===== src/rtl/ps2_pkg.sv =====
`default_nettype none
// +----------------------------------------------------------------------+
// | ps2_pkg : shared types and constants for the PS/2 scan-code receiver  |
// | Revision: 1.0                                                        |
// +----------------------------------------------------------------------+
package ps2_pkg;

    typedef enum logic [1:0] {
        IDLE   = 2'd0,
        DATA   = 2'd1,
        PARITY = 2'd2,
        STOP   = 2'd3
    } ps2_state_t;

    localparam logic [7:0] PS2_BREAK      = 8'hF0;
    localparam logic [7:0] PS2_EXT        = 8'hE0;
    localparam int         PS2_FRAME_BITS = 11;

    // Odd parity: data bits plus parity bit carry an odd number of ones.
    function automatic logic odd_parity_ok(input logic [7:0] data_byte, input logic parity_bit);
        return ^{data_byte, parity_bit};
    endfunction

endpackage
`default_nettype wire


===== src/rtl/ps2_scancode_ctrl_if.sv =====
`default_nettype none
// +----------------------------------------------------------------------+
// | ps2_scancode_ctrl_if : keyboard pins and decoded key-event bus        |
// | Revision: 1.0                                                        |
// +----------------------------------------------------------------------+
interface ps2_scancode_ctrl_if;
    logic       ps2clk;
    logic       ps2data;
    logic [7:0] code;
    logic       code_valid;
    logic       is_break;
    logic       is_ext;
    logic       frame_err;
    logic       busy;

    // master: the receiver that decodes pins into events
    modport master (
        input  ps2clk, ps2data,
        output code, code_valid, is_break, is_ext, frame_err, busy
    );

    // slave: the pin driver / event consumer side
    modport slave (
        output ps2clk, ps2data,
        input  code, code_valid, is_break, is_ext, frame_err, busy
    );
endinterface
`default_nettype wire


===== src/rtl/ps2_sync_edge.sv =====
`default_nettype none
// +----------------------------------------------------------------------+
// | ps2_sync_edge : 2-flop synchronizers and registered ps2clk fall strobe |
// | Revision: 1.0                                                        |
// +----------------------------------------------------------------------+
module ps2_sync_edge (
    input  logic clk,
    input  logic rst,
    input  logic ps2clk,
    input  logic ps2data,
    output logic data_sync,
    output logic fall
);
    // [0],[1] are the synchronizer stages, [2] holds the previous synchronized value
    logic [2:0] clk_pipe_q,  clk_pipe_d;
    logic [2:0] data_pipe_q, data_pipe_d;
    logic       fall_q,      fall_d;

    always_comb begin
        clk_pipe_d  = {clk_pipe_q[1:0], ps2clk};
        data_pipe_d = {data_pipe_q[1:0], ps2data};
        fall_d      = clk_pipe_q[2] & ~clk_pipe_q[1];
    end

    // Idle PS/2 lines are high; resetting to 1 avoids a spurious fall.
    always_ff @(posedge clk) begin
        if (rst) begin
            clk_pipe_q  <= 3'b111;
            data_pipe_q <= 3'b111;
            fall_q      <= 1'b0;
        end else begin
            clk_pipe_q  <= clk_pipe_d;
            data_pipe_q <= data_pipe_d;
            fall_q      <= fall_d;
        end
    end

    assign data_sync = data_pipe_q[2];
    assign fall      = fall_q;
endmodule
`default_nettype wire


===== src/rtl/ps2_scancode_ctrl.sv =====
`default_nettype none
// +----------------------------------------------------------------------+
// | ps2_scancode_ctrl : PS/2 frame FSM, watchdog and E0/F0 prefix folding |
// | Optional macro PS2_PARITY_CHECK_EN enables odd-parity checking.       |
// | Revision: 1.0                                                        |
// +----------------------------------------------------------------------+
module ps2_scancode_ctrl
    import ps2_pkg::*;
#(
    parameter int TIMEOUT_CYC = 200000
) (
    input  logic                clk,
    input  logic                rst,
    ps2_scancode_ctrl_if.master bus
);
    localparam int             WD_W    = $clog2(TIMEOUT_CYC + 1);
    localparam logic [WD_W-1:0] WD_LAST = WD_W'(TIMEOUT_CYC - 1);

    logic data;
    logic fall;

    ps2_sync_edge u_sync (
        .clk       (clk),
        .rst       (rst),
        .ps2clk    (bus.ps2clk),
        .ps2data   (bus.ps2data),
        .data_sync (data),
        .fall      (fall)
    );

    ps2_state_t      state_q,      state_d;
    logic [2:0]      bit_cnt_q,    bit_cnt_d;
    logic [7:0]      shift_q,      shift_d;
    logic            par_ok_q,     par_ok_d;
    logic [WD_W-1:0] wd_q,         wd_d;
    logic            pend_ext_q,   pend_ext_d;
    logic            pend_break_q, pend_break_d;
    logic [7:0]      code_q,       code_d;
    logic            code_valid_q, code_valid_d;
    logic            is_break_q,   is_break_d;
    logic            is_ext_q,     is_ext_d;
    logic            frame_err_q,  frame_err_d;
    logic            busy_q,       busy_d;
    logic            byte_ok;

    always_comb begin
        state_d      = state_q;
        bit_cnt_d    = bit_cnt_q;
        shift_d      = shift_q;
        par_ok_d     = par_ok_q;
        wd_d         = wd_q;
        pend_ext_d   = pend_ext_q;
        pend_break_d = pend_break_q;
        code_d       = code_q;
        is_break_d   = is_break_q;
        is_ext_d     = is_ext_q;
        code_valid_d = 1'b0;
        frame_err_d  = 1'b0;
        byte_ok      = 1'b0;

        if (fall) begin
            wd_d = '0;
            unique case (state_q)
                IDLE: begin
                    if (!data) begin
                        state_d   = DATA;
                        bit_cnt_d = 3'd0;
                    end else begin
                        frame_err_d = 1'b1;
                    end
                end
                DATA: begin
                    shift_d   = {data, shift_q[7:1]};
                    bit_cnt_d = bit_cnt_q + 3'd1;
                    if (bit_cnt_q == 3'd7) state_d = PARITY;
                end
                PARITY: begin
`ifdef PS2_PARITY_CHECK_EN
                    par_ok_d = odd_parity_ok(shift_q, data);
`else
                    par_ok_d = 1'b1;
`endif
                    state_d  = STOP;
                end
                STOP: begin
                    state_d = IDLE;
                    if (data && par_ok_q) byte_ok     = 1'b1;
                    else                  frame_err_d = 1'b1;
                end
            endcase
        end else if (state_q != IDLE) begin
            // Stalled frame: abandon the partial byte once the gap exceeds the limit.
            if (wd_q == WD_LAST) begin
                state_d     = IDLE;
                frame_err_d = 1'b1;
                wd_d        = '0;
            end else begin
                wd_d = wd_q + 1'b1;
            end
        end else begin
            wd_d = '0;
        end

        if (frame_err_d) begin
            pend_ext_d   = 1'b0;
            pend_break_d = 1'b0;
        end else if (byte_ok) begin
            if (shift_q == PS2_EXT) begin
                pend_ext_d = 1'b1;
            end else if (shift_q == PS2_BREAK) begin
                pend_break_d = 1'b1;
            end else begin
                code_d       = shift_q;
                is_ext_d     = pend_ext_q;
                is_break_d   = pend_break_q;
                code_valid_d = 1'b1;
                pend_ext_d   = 1'b0;
                pend_break_d = 1'b0;
            end
        end

        busy_d = (state_d != IDLE);
    end

    always_ff @(posedge clk) begin
        if (rst) begin
            state_q      <= IDLE;
            bit_cnt_q    <= 3'd0;
            shift_q      <= 8'h00;
            par_ok_q     <= 1'b0;
            wd_q         <= '0;
            pend_ext_q   <= 1'b0;
            pend_break_q <= 1'b0;
            code_q       <= 8'h00;
            code_valid_q <= 1'b0;
            is_break_q   <= 1'b0;
            is_ext_q     <= 1'b0;
            frame_err_q  <= 1'b0;
            busy_q       <= 1'b0;
        end else begin
            state_q      <= state_d;
            bit_cnt_q    <= bit_cnt_d;
            shift_q      <= shift_d;
            par_ok_q     <= par_ok_d;
            wd_q         <= wd_d;
            pend_ext_q   <= pend_ext_d;
            pend_break_q <= pend_break_d;
            code_q       <= code_d;
            code_valid_q <= code_valid_d;
            is_break_q   <= is_break_d;
            is_ext_q     <= is_ext_d;
            frame_err_q  <= frame_err_d;
            busy_q       <= busy_d;
        end
    end

    assign bus.code       = code_q;
    assign bus.code_valid = code_valid_q;
    assign bus.is_break   = is_break_q;
    assign bus.is_ext     = is_ext_q;
    assign bus.frame_err  = frame_err_q;
    assign bus.busy       = busy_q;
endmodule
`default_nettype wire

===== src/flat_wrapper.sv =====
// flat-port wrapper written by rule: the top's interface ports become plain ports
module ps2_scancode_ctrl_flat import ps2_pkg::*;
#(
    parameter int TIMEOUT_CYC = 200000
)
  (clk, rst, bus_ps2clk, bus_ps2data, bus_code, bus_code_valid, bus_is_break, bus_is_ext, bus_frame_err, bus_busy);
  ps2_scancode_ctrl_if bus_i ();
  input  logic clk;
  input  logic rst;
  input wire logic [$bits(bus_i.ps2clk)-1:0] bus_ps2clk;
  input wire logic [$bits(bus_i.ps2data)-1:0] bus_ps2data;
  output wire logic [$bits(bus_i.code)-1:0] bus_code;
  output wire logic [$bits(bus_i.code_valid)-1:0] bus_code_valid;
  output wire logic [$bits(bus_i.is_break)-1:0] bus_is_break;
  output wire logic [$bits(bus_i.is_ext)-1:0] bus_is_ext;
  output wire logic [$bits(bus_i.frame_err)-1:0] bus_frame_err;
  output wire logic [$bits(bus_i.busy)-1:0] bus_busy;
  assign bus_i.ps2clk = bus_ps2clk;
  assign bus_i.ps2data = bus_ps2data;
  assign bus_code = bus_i.code;
  assign bus_code_valid = bus_i.code_valid;
  assign bus_is_break = bus_i.is_break;
  assign bus_is_ext = bus_i.is_ext;
  assign bus_frame_err = bus_i.frame_err;
  assign bus_busy = bus_i.busy;
  ps2_scancode_ctrl #(.TIMEOUT_CYC(TIMEOUT_CYC)) u_core (.clk(clk), .rst(rst), .bus(bus_i));
endmodule

===== config.mk =====
export PLATFORM = sky130hd
export DESIGN_NAME = ps2_scancode_ctrl_flat
export DESIGN_NICKNAME = d
export VERILOG_FILES = /design/src/rtl/ps2_pkg.sv /design/src/rtl/ps2_scancode_ctrl_if.sv /design/src/rtl/ps2_sync_edge.sv /design/src/rtl/ps2_scancode_ctrl.sv /design/src/flat_wrapper.sv
export SDC_FILE = /design/constraint.sdc
export NUM_CORES = 1
export LEC_CHECK = 0
export CAP_MARGIN = 10
export CELL_PAD_IN_SITES_DETAIL_PLACEMENT = 1
export CELL_PAD_IN_SITES_GLOBAL_PLACEMENT = 2
export CORE_MARGIN = 3
export CORE_UTILIZATION = 38
export DETAILED_ROUTE_END_ITERATION = 10
export PLACE_DENSITY_LB_ADDON = 0.1
export RECOVER_POWER = 25
export SYNTH_ARGS = -nofsm -noshare
export SYNTH_HDL_FRONTEND = slang
export SYNTH_HIERARCHICAL = 1
export SYNTH_SLANG_ARGS = --single-unit

===== constraint.sdc =====
create_clock -name clk -period 6.2 [get_ports clk]
set_clock_uncertainty 0.1 [all_clocks]
set_input_delay 1.86 -clock clk [delete_from_list [all_inputs] [get_ports clk]]
set_output_delay 1.86 -clock clk [all_outputs]
set_load 0.005 [all_outputs]

Word level (Yosys, flattened, before mapping):

Index checks and enable logic that the tools add are counted.
Widths: inputs -> output; s select.

* flip-flop bits (word level): 54
* input bits: 4
* output and inout bits: 13
* logic and storage cells: 69

* add/subtract/negate cells: 2
* eq/ne operators: 9
* mux-type cells: 21
* bitwise logic cells: 7
* reductions and logical operators: 14

Operator list (number)
* $add 18x1->18 const B: 1
* $eq 18x18->1 const B: 1
* $eq 8x8->1 const B: 2
* $mux 1: 12
* $mux 2: 5
* $pmux 2 s4: 1
* $reduce_and 2->1: 4
* $reduce_or 4->1: 2
* $not 1->1: 6
* $pmux 3 s2: 1
* $reduce_bool 2->1: 3
* $eq 2x2->1 const B: 2
* $reduce_and 4->1: 1
* $add 3x1->3 const B: 1
* $eq 3x3->1 const B: 1
* $mux 3: 1
* $reduce_and 3->1: 1
* $eq 2x1->1 const B: 1
* $logic_not 2->1: 1
* $ne 2x1->1 const B: 1
* $ne 2x2->1 const B: 1
* $pmux 1 s2: 1
* $reduce_or 2->1: 1
* $and 1x1->1: 1
* $logic_and 1x1->1: 1

Logic depth before layout (Yosys ltp):

Gate-level depths: netlist of the first run.

* depth after elaboration: 6
* depth in mapped cells: 8
* depth with buffers taken out: 6

By module:

Netlist of the first run, hierarchy kept.

Modules (own cells, without submodules)
* ps2_scancode_ctrl: instances 1, cells each 228, area each 2018.2 µm²
* ps2_sync_edge: instances 1, cells each 14, area each 185.2 µm²

Worst setup path before layout of the first run:

OpenSTA, ideal clock, no wires.

* kind: input to register
* start: input port rst
* end: register u_core.wd_q[13]
* library setup time: 65 ps
* arrival: 2629 ps
* data required time: 6035 ps
* slack: 3406 ps
* stages on the path: 5
* buffers on the path: 2
* cell sequence: clkbuf_1 -> nor3_1 -> o21ai_2 -> buf_2 -> nor2_1

* cells in the longest elaborated chain, start to end: 1

Ends and longest elaborated chain
* from (decl): line flat_wrapper.sv:9 `input logic rst;`
* $reduce_or 4->1 (no line)
* to (signal assigned): line ps2_scancode_ctrl.sv:145 `wd_q <= wd_d;`
* to (decl): line ps2_scancode_ctrl.sv:35 `logic [WD_W-1:0] wd_q, wd_d;`

No other way between the ends.
A chain may end at the register's enable or synchronous reset.

Worst setup path after layout of the first run:

Same ends and word-level chain as after synthesis.

==> results of run 1 <==
[cell usage in the layout, fill, tap and decap left out, drive strengths merged, types with 8 or more instances in the layout]
cell type	instances
dfxtp	54
nor2	38
nand2	16
clkdlybuf4s50	15
nand3	15
a21oi	15
xnor2	12
inv	12
mux2i	10
nor3	8
[report_power, final]
part	total (mW)	internal (mW)	switching, mW
clock	0.205	0.0833	0.122
combinational	0.00920	0.00392	0.00528
sequential	0.350	0.348	0.00158
[metal layers]
metal / part of all wire / GRT usage
met1: 0.45 / 0.1640
met3: 0.027 / 0.03579
met5: 0 / 0
met4: 0.012 / 0.04651
met2: 0.51 / 0.2690
[final timing paths]
path	from	endpoint	slack [ns]	cells past startpoint
hold reg to reg	u_core/u_sync/data_pipe_q[1]	u_core/u_sync/data_pipe_q[2]	0.32	1
hold / removal	u_core/u_sync/data_pipe_q[1]	u_core/u_sync/data_pipe_q[2]	0.32	1
setup reg to reg	u_core/wd_q[0]	u_core/wd_q[13]	3.63	5
setup / recovery	rst	u_core/wd_q[13]	2.26	5
[worst max-delay path: stages]
cell and delay, ns:
sky130_fd_sc_hd__dlygate4sd3_1 0.52, sky130_fd_sc_hd__clkbuf_1 0.95, sky130_fd_sc_hd__nor3_1 0.19, sky130_fd_sc_hd__o21ai_2 0.37, sky130_fd_sc_hd__nor2_1 0.12
[kinds of logic after synthesis]
| kind of cell | Yosys count | synth area share |
|---|---|---|
| AO/OA/AOI/OAI | 33 | 0.1028 |
| XOR/XNOR | 13 | 0.05168 |
| adder cells (fa/ha/maj) | 7 | 0.03975 |
| buffers and inverters | 19 | 0.03351 |
| flip-flops | 54 | 0.4906 |
| multiplexers | 10 | 0.04543 |
| AND/OR/NAND/NOR | 106 | 0.2362 |
[flip-flops by register name, indices dropped and copies added, names as in the netlist]
name and flops:
u_core/u_sync/clk_pipe_q 3, u_core/shift_q 8, u_core/bit_cnt_q 3, u_core/bus.frame_err 1
u_core/wd_q 18, u_core/bus.code 8, u_core/pend_ext_q 1, u_core/u_sync/data_pipe_q 3
u_core/u_sync/fall 1, u_core/state_q 2, u_core/par_ok_q 1, u_core/bus.busy 1
u_core/bus.is_break 1, u_core/bus.code_valid 1, u_core/bus.is_ext 1, u_core/pend_break_q 1
[cell type report]
cell class / instances / area (um^2) / share of cell area
repair buffers: 17 / 163.9 / 0.06501
clock buffers: 5 / 68.82 / 0.02730
multi-input cells: 169 / 1054 / 0.4179
flip-flops and latches: 54 / 1081 / 0.4288
inverters: 10 / 37.54 / 0.01489
well taps: 72 / 90.09 / 0.03573
clock inverters: 3 / 26.28 / 0.01042
==> results_dict.tcl, run 1 <==
set metrics [dict create \
    outcome "completed" \
    layout-drive-gt1-share 0.05039 \
    post_layout_instance_count_excluding_filler_cells 330 \
    yosys-top-cells-count "sky130_fd_sc_hd__dfxtp_1 (54), sky130_fd_sc_hd__nor2_1 (38), sky130_fd_sc_hd__nand2_1 (16)" \
    core.rowCount 27 \
    cp-start-kind "input port" \
    detail_route.wl_per_cell_um 13.41 \
    synth_area_leader_cell "sky130_fd_sc_hd__dfxtp_1" \
    synth_cells 242 \
    die_w_um 82.15 \
    pin_count 17 \
    area.growth.synth_to_final_pct 14.42 \
    place_worst_setup_slack_ns 2.715 \
    timing.setup.critical_path_class "input port to flip-flop" \
    syn-cell-area_um2 2203 \
    routed_wirelength_mm 4.426 \
    cts_root_buffer "sky130_fd_sc_hd__clkbuf_8" \
    worstPathRequired_ns 6.27 \
    clkSinkCount 54 \
    synth.lib_cells_used.distinct 41 \
    path_clk_slew_ns 0.11 \
    setup_viol 0 \
    crit_path_max_fanout 32 \
    synth_async_sr_flop_share 0 \
    place.gp.congestion 0.7173 \
    max_freq_mhz 253.6 \
    synth_area_leaders "sky130_fd_sc_hd__dfxtp_1 (49%), sky130_fd_sc_hd__nor2_1 (6.5%), sky130_fd_sc_hd__xnor2_1 (4.8%), sky130_fd_sc_hd__mux2i_1 (4.5%), sky130_fd_sc_hd__ha_1 (4.0%)" \
    timing.final.crit_period_ns 3.943 \
    seq_area_frac_synth 0.4906 \
    yosys_warnings 6 \
    utilization 0.4523 \
    power.density_cell_area_nw_per_um2 223.8 \
    num_antenna_cells 0 \
    synth_seq_cells 54 \
    hold_buffers 0 \
    worstSkewPairLatency_ns 0.31 \
    slew-limit-headroom 0.1347 \
    initialDrtViolationCount 77 \
    report.final.slew_viol_count 0 \
    synth_most_common_cell "sky130_fd_sc_hd__dfxtp_1" \
    die_y_um 82.15 \
    cap_viol_max_count 0 \
    rsz0062_at_grt "no" \
    finalPower_mw 0.5641 \
    numCtsBuffers 5 \
    final_hold_viol_count 0 \
    irDropWorstVdd_mv 0.1007 \
    detailedPlacementHpwl_mm 3.136 \
    io_buffer_count 16 \
    setup_slack_ns 2.257 \
    dpl-instance-area_um2 2430 \
    number_of_antenna_violations_at_the_first_check_in_global_routing 0 \
    fin_crit_sh 0.6359 \
    timing.hold.worst.class "flip-flop to flip-flop" \
    overflow 0 \
    synth_edf_count 0 \
    crit_arrival_ns 4.01 \
    viasPerCell 5.188 \
    syn-mean-instance-area_um2 9.105 \
    tightest_slew_ns 1.298 \
    p_leak_nw 0.8079 \
    drc 0 \
    postCtsSetupRepairBufs 0 \
    initial_core_utilization 0.3953 \
    holdWs_ns 0.3153 \
    synth_top_area_frac 0.4906 \
    cts_repair_resize_count 0 \
    floorplan.core_area_um2 5574 \
    finalInstanceArea_um2 2521 \
    floorplan.die_area_um2 6748 \
    fill_cell_instance_count_of_the_final_layout 681 \
    number_of_global_route_vias_before_repair 1685 \
    yosys_most_used_dff "sky130_fd_sc_hd__dfxtp_1" \
    finish.net_count 268 \
    post_route_setup_tns_ns 0 \
    ctsLongestPathBuffers 2 \
    htree_num_levels 2 \
    drtPass1Iterations 4 \
    tritoncts "built" \
    syn_nets 253 \
    type_of_element_capturing_the_critical_path "flip-flop" \
    total_routing_usage_gr 0.1460 \
    dr_total_vias 1712 \
    dp.cells 322 \
    grt_pass1_wl_mm 7.672 \
    grt_start_max_net_pins 33 \
    ant_nets 0 \
]
Power figures use the tool's default switching activity.
==> run 2, diff against run 1 <==
--- a/config.mk
+++ b/config.mk
@@ -9,7 +9,7 @@
 export CELL_PAD_IN_SITES_DETAIL_PLACEMENT = 1
 export CELL_PAD_IN_SITES_GLOBAL_PLACEMENT = 2
 export CORE_MARGIN = 3
-export CORE_UTILIZATION = 38
+export CORE_UTILIZATION = 32
 export DETAILED_ROUTE_END_ITERATION = 10
 export PLACE_DENSITY_LB_ADDON = 0.1
 export RECOVER_POWER = 25
==> constraint.sdc (replaced) <==
create_clock -name clk -period 3.42 [get_ports clk]
set_clock_uncertainty 0.1 [all_clocks]
set_input_delay 1.026 -clock clk [delete_from_list [all_inputs] [get_ports clk]]
set_output_delay 1.026 -clock clk [all_outputs]
set_load 0.005 [all_outputs]
==> run 2 against run 1 <==
  * Hold slack better by 0.0028 ns
  * Global-route usage is 1.6 points lower
  * Largest cell class unchanged
  * Non-clock buffer count is 2 higher
  * Combinational power is 91% higher
  * Total power is 77% higher
==> results_dict.tcl, run 2 (same netlist as run 1, synthesis figures left out) <==
set metrics [dict create \
    grtUsageMet3 0.03871 \
    numCtsBuffers 5 \
    cts_root_buffer "sky130_fd_sc_hd__clkbuf_8" \
    num_antenna_cells 0 \
    slew-limit-headroom 0.1764 \
    largest_reg_flops 18 \
    postCtsSetupRepairBufs 0 \
    number_of_antenna_violations_at_the_first_check_in_global_routing 0 \
    grt-busiest-layer "met2" \
    cp-start-kind "input port" \
    p_leak_nw 0.8115 \
    layout.cells.most_common_list "sky130_fd_sc_hd__dfxtp_1 (54), sky130_fd_sc_hd__nor2_1 (38), sky130_fd_sc_hd__nand2_1 (16)" \
    timing.setup.critical_path_class "input port to flip-flop" \
    worstReg2RegStart "u_core/wd_q[13]" \
    place.gp.congestion 0.7224 \
    finalPower_mw 1.001 \
    max_freq_mhz 374.5 \
    type_of_element_capturing_the_critical_path "flip-flop" \
    viasPerCell 5.045 \
    cp_max_delay_cell "sky130_fd_sc_hd__clkbuf_1" \
    register_bank_with_the_most_flops "u_core/wd_q" \
    irDropWorstVdd_mv 0.1386 \
    dr_total_vias 1690 \
    globalRouteMet1Util 0.1623 \
    worstSkewPairLatency_ns 0.30 \
    ctsLongestPathBuffers 2 \
    cpPeakStageDelay_ns 0.93 \
    place_worst_setup_slack_ns 0.9270 \
    path_clk_slew_ns 0.09 \
    ant_nets 0 \
    setup_slack_ns 0.7496 \
    fill_cell_instance_count_of_the_final_layout 748 \
    tritoncts "built" \
    routed_wirelength_mm 4.744 \
    drc 0 \
    timing.hold.worst.class "flip-flop to flip-flop" \
    crit_arrival_ns 2.70 \
    power.density_cell_area_nw_per_um2 395.6 \
    area.growth.synth_to_final_pct 14.82 \
    finalInstanceArea_um2 2530 \
    initialDrtViolationCount 20 \
    die_w_um 88.98 \
    timing.critical_path.max_delay_family "buffers and inverters" \
    cap_viol_max_count 0 \
    reg2reg_setup_slack_ns 1.13 \
    detailedPlacementHpwl_mm 3.456 \
    grt_start_max_net_pins 29 \
    setup_viol 0 \
    drtPass1Iterations 4 \
    grt_pass1_wl_mm 7.935 \
    tightest_slew_ns 1.235 \
    core.rowCount 29 \
    hold_buffers 0 \
    htree_num_levels 2 \
    layout-drive-gt1-share 0.05039 \
    timing.final.crit_period_ns 2.670 \
    floorplan.die_area_um2 7917 \
    holdCritStartpoint "u_core/u_sync/clk_pipe_q[0]" \
    worstPathRequired_ns 3.45 \
    cts_repair_resize_count 0 \
    detail_route.wl_per_cell_um 14.16 \
    outcome "completed" \
    dpl-instance-area_um2 2451 \
    rsz0062_at_grt "no" \
    finish.net_count 270 \
    utilization 0.3895 \
    clkSinkCount 54 \
    cp.buffers_inverters 2 \
    met2_usage 0.2186 \
    layout_commonest_cell "sky130_fd_sc_hd__dfxtp_1" \
    worstSetupStartpoint "rst" \
    overflow 0 \
    crit_path_max_fanout 28 \
    post_route_setup_tns_ns 0 \
    die_y_um 88.98 \
    critical_path.cell_chain "dlygate4sd3_1 -> clkbuf_1 -> a21oi_1" \
    floorplan.core_area_um2 6495 \
    final_hold_viol_count 0 \
    report.final.slew_viol_count 0 \
    total_routing_usage_gr 0.1302 \
    io_buffer_count 16 \
    initial_core_utilization 0.3392 \
    pin_count 17 \
    number_of_global_route_vias_before_repair 1616 \
    fin_crit_sh 0.7808 \
]
==> run 2: per-stage QoR <==
| stage | std cells | hold slack (ns) |
|---|---|---|
| finish | 335 | 0.3181 |
| CTS | 335 | 0.3238 |
| global route | 335 | 0.3445 |
| floorplan | 242 | 0.2832 |
| detailed placement | 329 | 0.3056 |
| global placement | 329 | 0.2872 |
==> run 2: layout make-up <==
cell class                      instances  area [um^2]  area share
Inverter                               10        37.54     0.01484
Clock buffer                            6        82.58     0.03264
Multi-Input combinational cell        169         1054      0.4164
Timing Repair Buffer                   19        178.9     0.07072
Tap cell                               77        96.34     0.03808
Sequential cell                        54         1081      0.4273
==> run 2: power breakdown <==
group,switching [mW],internal [mW]
Clock,0.192,0.157
Sequential,0.00284,0.632
Combinational,0.0105,0.00716
Total,0.206,0.795
==> run 2: routing by layer <==
metal	vias to the layer above	share of wire	wire, um
met1	806	0.48	2269
met3	4	0.029	136
met2	16	0.48	2299
met4	0	0.0084	40
li1	864	-	-
met5	-	0	0
==> run 2: path summary, 6_finish.rpt <==
path,endpoint,cells after the start
min,u_core/u_sync/clk_pipe_q[1],1
min reg2reg,u_core/u_sync/clk_pipe_q[1],1
max reg2reg,u_core/wd_q[3],4
max,u_core/bus.frame_err,3
